<file path="src/rtl/softmax_pkg.sv">
// Shared constants for the softmax exponent-buffer sequencer and its FIFO instances.
// State encoding, default depth/counter widths and a length clamp helper.
package softmax_pkg;

  localparam int FIFO_SIZE_DEF = 7;
  localparam int CNT_WIDTH_DEF = 4;
  localparam int STATE_W       = 3;

  typedef enum logic [STATE_W-1:0] {
    ST_IDLE  = 3'd0,
    ST_CLR   = 3'd1,
    ST_FILL  = 3'd2,
    ST_WAIT  = 3'd3,
    ST_DRAIN = 3'd4,
    ST_DONE  = 3'd5
  } state_t;

  function automatic int clamp_len(input int req, input int max_len);
    return (req > max_len) ? max_len : req;
  endfunction

endpackage

</file>
<file path="src/rtl/fifo_seq_cnt.sv">
// Word counter with synchronous clear, saturating at len; term flags cnt==len.
// Registered count, combinational terminal flag; inc ignored once saturated.
module fifo_seq_cnt #(
  parameter int CNT_WIDTH = 4
) (
  input  logic                 clk,
  input  logic                 rst,
  input  logic                 sclr,
  input  logic                 inc,
  input  logic [CNT_WIDTH-1:0] len,
  output logic [CNT_WIDTH-1:0] cnt,
  output logic                 term
);

  always_ff @(posedge clk or posedge rst) begin
    if (rst) begin
      cnt <= '0;
    end else if (sclr) begin
      cnt <= '0;
    end else if (inc && (cnt < len)) begin
      cnt <= cnt + CNT_WIDTH'(1);
    end
  end

  assign term = (cnt == len);

endmodule

</file>
<file path="src/rtl/fifo_seq_ctrl.sv">
// Exponent-buffer sequencer: pointer clear, FILL of len words, hold for sum, replay to divider.
// Zero-bubble fill/drain; out_valid trails rd_en by one cycle. Optional FIFO_CTRL_ERR_EN adds sticky err.
module fifo_seq_ctrl
  import softmax_pkg::*;
#(
  parameter int FIFO_SIZE = FIFO_SIZE_DEF,
  parameter int CNT_WIDTH = CNT_WIDTH_DEF
) (
  input  logic                 clk1,
  input  logic                 clr,
  input  logic                 start,
  input  logic [CNT_WIDTH-1:0] vec_len,
  input  logic                 in_valid,
  output logic                 in_ready,
  input  logic                 sum_done,
  input  logic                 out_ready,
  output logic                 out_valid,
  output logic                 fifo_wr_en,
  output logic                 fifo_wr_inc,
  output logic                 fifo_rd_en,
  output logic                 fifo_rd_inc,
  output logic                 fifo_wr_clr,
  output logic                 fifo_rd_clr,
  output logic                 busy,
  output logic                 done,
  output logic                 err
);

  state_t               state;
  logic [CNT_WIDTH-1:0] len;
  logic [CNT_WIDTH-1:0] len_req;
  logic [CNT_WIDTH-1:0] wr_cnt;
  logic [CNT_WIDTH-1:0] rd_cnt;
  logic                 wr_term;
  logic                 rd_term;
  logic                 sum_seen;
  logic                 ptr_clr;
  logic                 done_q;
  logic                 ov_q;
  logic                 fill_last;
  logic                 start_ok;

  assign len_req  = CNT_WIDTH'(clamp_len(int'(vec_len), FIFO_SIZE));
  assign start_ok = start && (state == ST_IDLE);

  assign in_ready    = (state == ST_FILL) && (wr_cnt < len);
  assign fifo_wr_en  = in_valid && in_ready;
  assign fifo_wr_inc = fifo_wr_en;
  assign fifo_rd_en  = (state == ST_DRAIN) && out_ready && (rd_cnt < len);
  assign fifo_rd_inc = fifo_rd_en;
  assign fifo_wr_clr = ptr_clr;
  assign fifo_rd_clr = ptr_clr;
  assign out_valid   = ov_q;
  assign busy        = (state != ST_IDLE);
  assign done        = done_q;

  // Leave FILL on the edge that accepts the last word so the drain has no bubble.
  assign fill_last = wr_term || (fifo_wr_en && (wr_cnt == (len - CNT_WIDTH'(1))));

  fifo_seq_cnt #(.CNT_WIDTH(CNT_WIDTH)) u_wr_cnt (
    .clk  (clk1),
    .rst  (clr),
    .sclr (state == ST_CLR),
    .inc  (fifo_wr_inc),
    .len  (len),
    .cnt  (wr_cnt),
    .term (wr_term)
  );

  fifo_seq_cnt #(.CNT_WIDTH(CNT_WIDTH)) u_rd_cnt (
    .clk  (clk1),
    .rst  (clr),
    .sclr (state == ST_CLR),
    .inc  (fifo_rd_inc),
    .len  (len),
    .cnt  (rd_cnt),
    .term (rd_term)
  );

  always_ff @(posedge clk1 or posedge clr) begin
    if (clr) begin
      state    <= ST_IDLE;
      len      <= '0;
      sum_seen <= 1'b0;
      ptr_clr  <= 1'b0;
      done_q   <= 1'b0;
      ov_q     <= 1'b0;
    end else begin
      ptr_clr <= 1'b0;
      done_q  <= 1'b0;
      ov_q    <= fifo_rd_en;
      if ((state != ST_IDLE) && sum_done) begin
        sum_seen <= 1'b1;
      end
      case (state)
        ST_IDLE: begin
          sum_seen <= 1'b0;
          if (start) begin
            len <= len_req;
            if (len_req == '0) begin
              state  <= ST_DONE;
              done_q <= 1'b1;
            end else begin
              state   <= ST_CLR;
              ptr_clr <= 1'b1;
            end
          end
        end
        ST_CLR: begin
          state <= ST_FILL;
        end
        ST_FILL: begin
          if (fill_last) begin
            state <= sum_seen ? ST_DRAIN : ST_WAIT;
          end
        end
        ST_WAIT: begin
          if (sum_seen) begin
            state <= ST_DRAIN;
          end
        end
        ST_DRAIN: begin
          // out_valid for the final word coincides with rd_cnt reaching len.
          if (ov_q && rd_term) begin
            state  <= ST_DONE;
            done_q <= 1'b1;
          end
        end
        ST_DONE: begin
          state <= ST_IDLE;
        end
        default: begin
          state <= ST_IDLE;
        end
      endcase
    end
  end

`ifdef FIFO_CTRL_ERR_EN
  logic err_q;

  always_ff @(posedge clk1 or posedge clr) begin
    if (clr) begin
      err_q <= 1'b0;
    end else if (start_ok) begin
      err_q <= 1'b0;
    end else if ((in_valid && ((state == ST_WAIT) || (state == ST_DRAIN))) ||
                 (start && (state != ST_IDLE))) begin
      err_q <= 1'b1;
    end
  end

  assign err = err_q;
`else
  logic unused_start_ok;
  assign unused_start_ok = start_ok;
  assign err = 1'b0;
`endif

endmodule
</file>
<file path="config.mk">
export PLATFORM = sky130hd
export DESIGN_NAME = fifo_seq_ctrl
export DESIGN_NICKNAME = d
export VERILOG_FILES = /design/src/rtl/softmax_pkg.sv /design/src/rtl/fifo_seq_cnt.sv /design/src/rtl/fifo_seq_ctrl.sv
export SDC_FILE = /design/constraint.sdc
export NUM_CORES = 1
export LEC_CHECK = 0
export BUFFER_PORTS_ARGS = -buffer_cell sky130_fd_sc_hd__buf_2
export CAP_MARGIN = 15
export CORE_AREA = 8 8 83 48
export DETAILED_ROUTE_END_ITERATION = 8
export DIE_AREA = 0 0 91 56
export PLACE_DENSITY = 0.75
export SLEW_MARGIN = 5
export SYNTH_ARGS = -nofsm -noshare
export SYNTH_HDL_FRONTEND = slang
export SYNTH_HIERARCHICAL = 1
export SYNTH_SLANG_ARGS = --single-unit
</file>
<file path="constraint.sdc">
create_clock -name clk1 -period 7.1 [get_ports clk1]
set_input_delay 1.42 -clock clk1 [delete_from_list [all_inputs] [get_ports clk1]]
set_output_delay 1.42 -clock clk1 [all_outputs]
set_load 0.03 [all_outputs]
</file>
=== Word level (Yosys, flattened, before mapping) ===
Cells that the tools add are included.

* $lt $le $gt $ge: 3
* $add $sub $neg: 3
* Multiplexer cells: 21
* Equality and inequality tests: 11
* Reduce and logical (&&, ||, !) cells: 18

{| class="wikitable"
|+ Operators by type and width
! operator !! count
|-
| two-way mux 4 bit || 5
|-
| two-way mux 3 bit || 6
|-
| case mux 3 bit (5 select lines) || 1
|-
| equality test 4 bit || 3
|-
| logical AND 1 bit || 9
|-
| adder 4 x 1 -> 4 bit (second input constant) || 2
|-
| less-than comparator 4 bit || 2
|-
| two-way mux 1 bit || 8
|-
| equality test 3 x 2 -> 1 bit (second input constant) || 2
|-
| inequality test 2 bit (second input constant) || 3
|-
| nonzero test 2 bit || 3
|-
| > comparator 4 x 3 -> 1 bit (second input constant) || 1
|-
| zero test 4 bit || 1
|-
| AND reduction 4 bit || 1
|-
| subtractor 4 x 1 -> 4 bit (second input constant) || 1
|-
| equality test 3 x 1 -> 1 bit (second input constant) || 1
|-
| equality test 3 bit (second input constant) || 1
|-
| zero test 3 bit || 1
|-
| nonzero test 3 bit || 1
|-
| inequality test 2 x 1 -> 1 bit (second input constant) || 1
|-
| case mux 1 bit (2 select lines) || 1
|-
| AND reduction 2 bit || 1
|-
| logical OR 1 bit || 1
|}

* Output and inout bits: 11
* Word-level logic and storage cells: 64
* Bits of input ports: 10
* Flip-flop bits (word level): 19

=== Logic depth before layout (Yosys ltp) ===
* Depth in word-level cells: 7
* Mapped depth: 9
* Gate-level depth less buffers: 9

=== By module ===
Netlist, hierarchy kept.

{| class="wikitable"
|+ Modules (own cells, without submodules)
! module !! sequential area each (sq um) !! cells each !! instances !! area an instance (sq um)
|-
| fifo_seq_ctrl || 275.3 || 81 || 1 || 763.2
|-
| fifo_seq_cnt || 100.1 || 38 || 2 || 356.6
|}

=== Worst setup path after synthesis ===
OpenSTA, ideal clock, no wires.

* Path kind: in2out
* Start point: input port in_valid
* End point: output port fifo_wr_inc
* Setup slack: 2.667 ns
* Stages: 3
* Arrival time: 3.013 ns
* Required time: 5.680 ns
* Path buffers: 1
* Cell sequence: clkinv_1 nor4_1 buf_4

* Longest elaborated chain between the ends: 1

{| class="wikitable"
|+ RTL lines
! element !! line !! source
|-
| start, declared || fifo_seq_ctrl.sv:13 || <nowiki>input logic in_valid,</nowiki>
|-
| logical AND 1 bit || fifo_seq_ctrl.sv:47 || <nowiki>assign fifo_wr_en = in_valid && in_ready;</nowiki>
|-
| end, declared || fifo_seq_ctrl.sv:19 || <nowiki>output logic fifo_wr_inc,</nowiki>
|}

No other way between the ends.

=== Final worst setup path ===
Ends and elaborated chain as after synthesis.

==> flow_summary.json <==
{
  "antenna_left": 0,
  "drt_first_pass_iters": 4,
  "synth.avg_cell_area_um2": 9.404,
  "synthDominantCellAreaShare_pct": 32.20,
  "ys.flop_type": "sky130_fd_sc_hd__dfrtp_1",
  "final-setup-viol-count": 0,
  "crit_path_top_delay_cell": "sky130_fd_sc_hd__nor4_1",
  "clock_tree_from_tritoncts": "done",
  "cts.hold.buffers_added": 0,
  "finClkSkew_ps": 2.920,
  "layout.cells.most_common_list": "sky130_fd_sc_hd__dfrtp_1 (19), sky130_fd_sc_hd__buf_2 (19), sky130_fd_sc_hd__ha_1 (18)",
  "layout-area-overhead-vs-synth_pct": 11.10,
  "stdcell_area_mm2": 0.001640,
  "setup.worst_path.start": "in_valid",
  "detailed_place.area_mm2": 0.001595,
  "detail_route.wirelength_um": 3179,
  "antenna-diode-count": 0,
  "power_frac_comb_pct": 61.6,
  "antenna_found_initial": 0,
  "grtUsageTotal_pct": 13.34,
  "mapped_area_mm2": 0.001476,
  "p_switching_mw": 0.3290,
  "gp_routability_congestion": 0.8316,
  "synth_seq_area_share_pct": 32.20,
  "timing.reg2reg.setup_slack_ps": 4400,
  "post_cts_resized": 0,
  "number_of_buffers_and_inverters_on_the_critical_path": 3,
  "synth_enable_flop_cells": 0,
  "placement_rows": 14,
  "rr_startpoint": "len[1]",
  "period_needed_ps": 3978,
  "share_of_total_power_consumed_by_net_switching_pct": 47.11,
  "grt_overflow_total": 0,
  "yosys_reg_bits": 19,
  "tightest_slew_ps": 715.3,
  "endpoint_type_of_the_worst_setup_path": "primary output",
  "achievable-frequency_mhz": 251.4,
  "timing.max_slew.rel_slack_pct": 51.87,
  "htree_levels": 1,
  "synth.largest_area_cell": "sky130_fd_sc_hd__dfrtp_1",
  "final_core_util_pct": 57.80,
  "cts.sinks": 19,
  "syn_nets": 185,
  "critical_path.most_common_cell": "sky130_fd_sc_hd__buf_2",
  "worstReg2RegEnd": "u_wr_cnt/cnt[3]",
  "cts_setup_buffers": 0,
  "synth_area_leaders": "sky130_fd_sc_hd__dfrtp_1 (32%), sky130_fd_sc_hd__ha_1 (15%), sky130_fd_sc_hd__inv_1 (4.3%)",
  "post_synth_inst_count": 157,
  "die-area_mm2": 0.005096,
  "drtIter0Drc": 66,
  "critical_path.max_stage_delay_ps": 640,
  "global_route_wire_length_before_repair_um": 5595,
  "tritoncts.num_buffers": 3,
  "reg2regPathDepth": 9,
  "fillers": 263,
  "critical_path_fanout_max": 4,
  "hpwlAfterDp_um": 2631,
  "share_clk_of_total_power_pct": 11.0,
  "detail_route.drc_violations": 0,
  "async_flop_share_pct": 100.0,
  "max_cap_viol_count": 0,
  "first_global_vias": 1131,
  "power.sequential.fraction_pct": 27.4,
  "cts.reportedPaths.clkPinSlew_ps": 70,
  "setup.worst_path.class": "input port to primary output",
  "clock_insertion_delay_worst_skew_ps": 250,
  "worst_hold_path_type": "flop to flop",
  "nets": 205,
  "clock-root-buffer": "sky130_fd_sc_hd__clkbuf_8",
  "final_min_period_over_clock_period_pct": 56.03,
  "grt_setup_unrepaired": "no",
  "final-instance-count-excl-fill": 216,
  "grt_start_max_net_pins": 16,
  "drt-vias-per-instance": 5.306,
  "critical_path.top_delay_family": "simple AND/OR/NAND/NOR gates",
  "dp_cells": 212,
  "core_area_mm2": 0.002838,
  "startpoint_class": "input port",
  "post_route_cells_drive_above_1_share_pct": 24.43,
  "crit_path_cell_trace": "buf_2 -> clkinv_1 -> nor4_1 -> buf_2",
  "worstPathRequired_ps": 5680,
  "p_leak_nw": 0.8130,
  "routedWlPerCell_um": 14.72,
  "final_max_slew_violation_count": 0,
  "setup-tns-final_ps": 0,
  "die_width_um": 91,
  "ys.warnings.count": 6,
  "synth.distinct_cells": 41,
  "result_of_the_run": "completed",
  "min_from": "sum_seen",
  "num_io_pins": 21,
  "start_util_pct": 52.03,
  "critical_path_arrival_ps": 2560,
  "die_h_um": 56,
  "whs_endpoint": "sum_seen",
  "routed-via-count": 1146,
  "numPortBuffers": 19,
  "power_density_mw_per_mm2": 425.8,
  "final_hold_viol_count": 0,
  "vdd.ir_drop.worst_mv": 0.2377,
  "hold_path_depth": 1,
  "worst_case_clock_buffer_depth": 2,
  "p_int_mw": 0.3694
}
[cell usage after synthesis (3+ instances only)]
master / instances
sky130_fd_sc_hd__ha_1: 18
sky130_fd_sc_hd__nand3_1: 3
sky130_fd_sc_hd__nor2_2: 3
sky130_fd_sc_hd__o21ai_0: 5
sky130_fd_sc_hd__mux2_4: 4
sky130_fd_sc_hd__inv_1: 17
sky130_fd_sc_hd__buf_4: 4
sky130_fd_sc_hd__o21ai_1: 3
sky130_fd_sc_hd__nand2b_1: 8
sky130_fd_sc_hd__nor2b_1: 3
sky130_fd_sc_hd__nand2_1: 6
sky130_fd_sc_hd__or3_1: 3
sky130_fd_sc_hd__nor2_1: 12
sky130_fd_sc_hd__dfrtp_1: 19
sky130_fd_sc_hd__nor3_1: 5
sky130_fd_sc_hd__a21oi_1: 8
[worst register-to-register path, delay by kind of cell (launching register included)]
| kind | cells | cell delay (ps) |
|---|---|---|
| simple gates | 5 | 1310 |
| fa+ha+maj | 1 | 300 |
| buf+inv | 1 | 110 |
| mux | 1 | 320 |
| compound gates | 1 | 150 |
| flops | 1 | 400 |
[cells by family after synthesis]
kind of cell	after synthesis	share of synthesized area [%]
adders and majority gates	18	15.25
xor gates and xnor gates	4	3.390
buffers and inverters	25	7.373
DFF	19	32.20
muxes	6	5.424
other	1	0.2540
and+or+nand+nor	59	23.81
AOI/OAI and AO/OA	25	12.29
[final cells by class]
cell class	instances	area [um^2]	area share [%]
Multi-Input combinational cell	113	892.1	54.39
Sequential cell	19	475.5	28.99
Timing Repair Buffer	20	102.6	6.255
Inverter	20	75.07	4.577
Tap cell	40	50.05	3.051
Clock buffer	4	45.04	2.746
[how the worst max path moves through the flow]
stage                     depth (start not counted)           to  slack (ps)
after floorplan                                   3  fifo_wr_inc        2670
after global placement                            4  fifo_wr_inc        3200
after detailed placement                          4  fifo_wr_inc        3110
after CTS                                         4  fifo_wr_inc        3110
after global routing                              4  fifo_wr_inc        3040
final                                             4  fifo_wr_inc        3120
[flip-flops by register name, summed over array words and instances (netlist names)]
name / flops
done: 1
fifo_rd_clr: 1
len: 4
out_valid: 1
state: 3
sum_seen: 1
u_rd_cnt/cnt: 4
u_wr_cnt/cnt: 4
[metrics by stage]
stage | hold slack (ps) | worst slack (ps) | total power, mW
5_1_grt | 586.6 | 3043 | 0.7623
3_3_place_gp | 519.5 | 3202 | 0.6024
3_5_place_dp | 504.6 | 3109 | 0.6200
2_1_floorplan | 487.0 | 2667 | 0.5333
6_report | 540.8 | 3122 | 0.6984
4_1_cts | 535.0 | 3105 | 0.7015
[metal layers]
layer / global-route usage [%] / wire, um / up-vias / part of all wire, %
met2: 20.84 / 1392 / 20 / 44
met4: 2.771 / 31 / 0 / 0.98
met1: 18.11 / 1647 / 554 / 52
met3: 3.096 / 108 / 2 / 3.4
li1: - / - / 570 / -
met5: 0 / 0 / - / 0
[power by group through the flow]
stage	combinational (mW)	clock, mW	sequential (mW)
3_3_place_gp	0.414	0	0.189
2_1_floorplan	0.351	0	0.182
6_report	0.430	0.0766	0.191
3_5_place_dp	0.428	0	0.191
5_1_grt	0.480	0.0837	0.199
4_1_cts	0.434	0.0777	0.190
No activity file was read; power rests on OpenSTA's default activity.
